### src/rtl/aes_pkg.sv
// aes_pkg: shared AES block/word widths, pipeline latency and data types
package aes_pkg;
    localparam int AES_BLOCK_W      = 128;
    localparam int WORD_W           = 32;
    localparam int WORDS_PER_BLOCK  = 4;
    localparam int AES_PIPE_LATENCY = 11;
    typedef logic [AES_BLOCK_W-1:0] aes_block_t;
    typedef logic [WORD_W-1:0] aes_word_t;
endpackage

### src/rtl/aes_blk_fifo.sv
// aes_blk_fifo: DEPTH x 128-bit synchronous FIFO; a pop frees a full slot for a same-edge write
module aes_blk_fifo
    import aes_pkg::*;
#(
    parameter int DEPTH = 4
) (
    input  logic                   clk,
    input  logic                   rst_n,
    input  logic                   wr,
    input  aes_block_t             wdata,
    input  logic                   rd,
    output aes_block_t             head,
    output logic                   full,
    output logic                   empty,
    output logic [$clog2(DEPTH):0] count
);
    localparam int AW = $clog2(DEPTH);
    aes_block_t mem [DEPTH];
    logic [AW-1:0] wptr, rptr;
    logic do_wr, do_rd;
    assign do_rd = rd && !empty;
    assign do_wr = wr && (!full || do_rd);
    assign full  = count == (AW+1)'(DEPTH);
    assign empty = count == '0;
    assign head  = mem[rptr];
    always_ff @(posedge clk or negedge rst_n) begin
        if (!rst_n) begin
            for (int i = 0; i < DEPTH; i++) mem[i] <= '0;
            wptr  <= '0;
            rptr  <= '0;
            count <= '0;
        end else begin
            if (do_wr) begin
                mem[wptr] <= wdata;
                wptr      <= wptr + 1'b1;
            end
            if (do_rd) rptr <= rptr + 1'b1;
            count <= count + (AW+1)'(do_wr) - (AW+1)'(do_rd);
        end
    end
endmodule

### src/rtl/aes_cipher_drain.sv
// aes_cipher_drain: tags AES core output with a delayed launch strobe, buffers blocks, streams 32-bit words under credit control
module aes_cipher_drain
    import aes_pkg::*;
#(
    parameter int LATENCY = AES_PIPE_LATENCY,
    parameter int DEPTH   = 4
) (
    input  logic       clk,
    input  logic       rst_n,
    input  logic       in_valid,
    output logic       in_ready,
    input  aes_block_t cipher_in,
    output logic       out_valid,
    input  logic       out_ready,
    output aes_word_t  out_data,
    output logic       out_last,
    output logic       ovf_err
);
    localparam int UW = $clog2(DEPTH+1);
    logic [LATENCY-1:0] vpipe;
    logic [UW-1:0] used;
    logic [1:0] widx;
    aes_block_t head;
    logic full, empty, launch, capture, accept, pop;
    logic [$clog2(DEPTH):0] count_unused;
    assign in_ready  = used < UW'(DEPTH);
    assign launch    = in_valid && in_ready;
    assign capture   = vpipe[LATENCY-1];
    assign out_valid = !empty;
    assign out_last  = widx == 2'd3;
    assign out_data  = head[WORD_W*widx +: WORD_W];
    assign accept    = out_valid && out_ready;
    assign pop       = accept && out_last;
    aes_blk_fifo #(.DEPTH(DEPTH)) u_fifo (
        .clk   (clk),
        .rst_n (rst_n),
        .wr    (capture),
        .wdata (cipher_in),
        .rd    (pop),
        .head  (head),
        .full  (full),
        .empty (empty),
        .count (count_unused)
    );
    // credits cover blocks still in the core, so a full FIFO at capture means upstream misbehaved
    always_ff @(posedge clk or negedge rst_n) begin
        if (!rst_n) begin
            vpipe   <= '0;
            used    <= '0;
            widx    <= '0;
            ovf_err <= 1'b0;
        end else begin
            vpipe <= LATENCY'({vpipe, launch});
            used  <= used + UW'(launch) - UW'(pop);
            widx  <= widx + 2'(accept);
            if (capture && full && !pop) ovf_err <= 1'b1;
        end
    end
endmodule
### config.mk
export PLATFORM = sky130hd
export DESIGN_NAME = aes_cipher_drain
export DESIGN_NICKNAME = d
export VERILOG_FILES = /design/src/rtl/aes_pkg.sv /design/src/rtl/aes_blk_fifo.sv /design/src/rtl/aes_cipher_drain.sv
export SDC_FILE = /design/constraint.sdc
export NUM_CORES = 1
export LEC_CHECK = 0
export CAP_MARGIN = 10
export CORE_MARGIN = 3
export CORE_UTILIZATION = 45
export CTS_BUF_LIST = sky130_fd_sc_hd__clkbuf_8
export CTS_CLUSTER_SIZE = 24
export DETAILED_ROUTE_END_ITERATION = 16
export SYNTH_ARGS = -nofsm -noshare
export SYNTH_HDL_FRONTEND = slang
export SYNTH_SLANG_ARGS = --single-unit
### constraint.sdc
create_clock -name clk -period 3.3 [get_ports clk]
set_input_delay 0.495 -clock clk [delete_from_list [all_inputs] [get_ports clk]]
set_output_delay 0.495 -clock clk [all_outputs]
set_load 0.02 [all_outputs]
==> flow_summary.toml <==
[critical_path]
crit_path_top_delay_cell = "mux4_2"
max_stage_delay_ns = 0.51
r2r_end = "used[2]"
crit_buf_inv = 3
path_class = "flip-flop to output pin"
cp_max_fo = 11
cp-start-kind = "flip-flop"
required_ns = 2.80
worstRegToRegCells = 10
worst-r2r-setup-slack_ns = 0.89
path_delay_family = "buffers and inverters"
critPathArrivalTime_ns = 2.71
path_cells = "buf_12, bufbuf_16, mux4_2, a22oi_2, nand2_1, clkdlybuf4s15_1"
crit_path_end_kind = "output pin"
worstReg2RegStart = "u_fifo.count[1]"

[cts]
clkTransAtPathRegs_ns = 0.06
cts_buffer_depth = 3
cts_buffers = 93
cts_tree = "done"
clock_sinks = 536
cts_root_buf = "clkbuf_8"
htreeDepth = 3
insertion_delay_ns = 0.70

[min_path]
min_to = "vpipe[9]"
worstHoldStart = "vpipe[8]"
hold_path.class = "flip-flop to flip-flop"
holdPathStages = 0

[synth]
seq_area_frac_synth_pct = 51.9
syn_area_um2 = 25900
synth.avg_cell_area_um2 = 18.2
ys_types = 29
synthTopCellsByArea = "dfrtp_1 52%, mux2_4 23%, mux4_2 11%"
syn_inst = 1424
yosysTopAreaCell = "dfrtp_1"
ys_warn_count = 0
netlist.area_leader.share_pct = 51.9
ys_seq_elements = 536
syn-num-nets = 1566

[floorplanning]
coreArea_um2 = 56600
start_util_pct = 45.7
die_width_um = 246
num_rows = 87
die_area_um2 = 60400
io_pins = 168
die_h_um = 246

[final_layout]
final_cell_mix = "534 x dfrtp_1, 400 x mux2_4, 134 x clkdlybuf4s50_1"
stdcell_count = 2510
nFillCells = 4574
mostFrequentLayoutCell = "dfrtp_1"
post-route-cell-area_um2 = 30600
fin_nets = 1821
area_growth_pct = 18.3
fin_util_pct = 54.0
drive_gt1_share_pct = 52.8

[detailed_routing]
met3WireLength_um = 2950
drtPass1Iterations = 5
vias = 13700
viasPerCell = 5.44
wl_um = 63300
wl_per_cell_um = 25.2
drt-met1-wl_um = 29200
top_layer = "met5"
antenna_violating_nets_post_route = 0
drc_errors = 0
dr_wl_met2_um = 30000
drt_iter0_markers = 699

[timing]
fin_worst_skew_ns = 0.0360
relSlewSlack_pct = 50.0
drv_slew = 0
worstMarginPinSlew_ns = 0.750
period_minus_slack_ns = 3.21
setup_viol = 0
fmax_mhz = 312
post-route-period-util_pct = 97.2
rsz0062_at_grt = "yes"
hold_viol_final = 0

[power_and_ir_drop]
pwr-share-clk_pct = 18.6
p_comb_share_pct = 45.9
intPower_uw = 22600
leakage_uw = 0.0146
power_density_nw_per_um2 = 1090
switchingPower_uw = 10700
switching_share_pct = 32.1
ir_drop_v = 0.000449
seqPwrFrac_pct = 35.5

[status]
status = "complete, no violations"

[job]
maxCapViolations = 0

[placement]
io_buffers = 167
dpl-instance-area_um2 = 28200
hpwlAfterDp_um = 39400
place_inst = 2317
routabilityCongestion = 0.733

[grt]
grt_overflow_total = 0
grt_pass1_vias = 15500
grt_usage_pct = 21.6
grt_max_degree = 84
grt_pass1_wl_um = 98600
antenna_found_initial = 13
==> stage by stage <==
step / setup TNS, ns / power (µW) / hold WS [ns] / worst slack, ns
after CTS: -0.166 / 33600 / 0.352 / -0.0744
final: 0 / 33300 / 0.348 / 0.0929
after global placement: 0 / 26300 / 0.337 / 0.319
after global routing: -0.0428 / 35100 / 0.360 / -0.0219
after floorplan: 0 / 22400 / 0.199 / 0.890
after detailed placement: 0 / 26600 / 0.336 / 0.325
==> kinds of logic after synthesis <==
family | Yosys count | share of synthesized area (%)
flip-flops | 536 | 51.9
buffers and inverters | 113 | 4.99
AO/OA/AOI/OAI | 70 | 2.24
adder cells (fa/ha/maj) | 10 | 0.542
AND/OR/NAND/NOR | 45 | 0.745
multiplexers | 642 | 39.3
XOR/XNOR | 8 | 0.271
==> cells in the mapped netlist, drive strengths merged <==
| cell | instances |
|---|---|
| clkbuf | 31 |
| nor2b | 2 |
| dfrtp | 536 |
| inv | 11 |
| nor2 | 3 |
| and3 | 1 |
| and2 | 2 |
| ha | 8 |
| fa | 2 |
| xor2 | 1 |
| nand2 | 34 |
| o21ai | 1 |
| nand3 | 1 |
| mux2 | 513 |
| mux4 | 128 |
| a22oi | 64 |
| xnor2 | 7 |
| or3b | 1 |
| a21o | 1 |
| or3 | 1 |
| o211ai | 4 |
| buf | 71 |
| mux2i | 1 |
==> sequential cells by signal, summed over array words and instances (netlist names) <==
register,cells
used,3
u_fifo.wptr,2
u_fifo.rptr,2
ovf_err,1
u_fifo.count,3
vpipe,11
u_fifo.mem,512
widx,2
==> final cells by class <==
type	instances	area [µm²]	share of cell area, %
clock inverters	46	274	0.896
diodes	4	10.0	0.0327
well taps	756	946	3.09
multi-input cells	775	11300	37.0
clock buffers	120	1650	5.40
flip-flops and latches	536	13400	43.9
repair buffers	262	2920	9.56
inverters	11	41.3	0.135
==> metal layers <==
metal / vias to the layer above / GRT usage [%]
li1: 5859 / -
met1: 7405 / 30.6
met2: 296 / 34.2
met3: 101 / 4.63
met4: 4 / 5.42
met5: - / 0
==> what timing repair did <==
item | in CTS | in global routing
pin swaps | 10 | 7
hold buffers | 1 | 0
endpoints found under the hold margin | 65 | 0
buffers inserted | 13 | 2
gates resized for setup | 125 | 26
cloned | 7 | 0
endpoints found under the setup margin | 33 | 21
==> worst max-delay path by stage <==
stage | start | endpoint | cells past startpoint
2_1_floorplan | u_fifo.count[0] | used[2] | 10
3_3_place_gp | u_fifo.rptr[0] | out_data[21] | 7
3_5_place_dp | u_fifo.rptr[0] | out_data[21] | 7
4_1_cts | u_fifo.rptr[0] | out_data[21] | 8
5_1_grt | u_fifo.rptr[0] | out_data[13] | 8
6_report | u_fifo.rptr[0] | out_data[0] | 6
==> power groups by stage <==
stage | combinational (µW) | sequential [µW] | clock [µW]
4_1_cts | 15400 | 11800 | 6410
5_1_grt | 16200 | 12200 | 6720
3_3_place_gp | 14600 | 11700 | 0
2_1_floorplan | 11300 | 11100 | 0
3_5_place_dp | 14800 | 11800 | 0
6_report | 15300 | 11800 | 6190
Note: power is estimated with default switching activity, not from simulation.
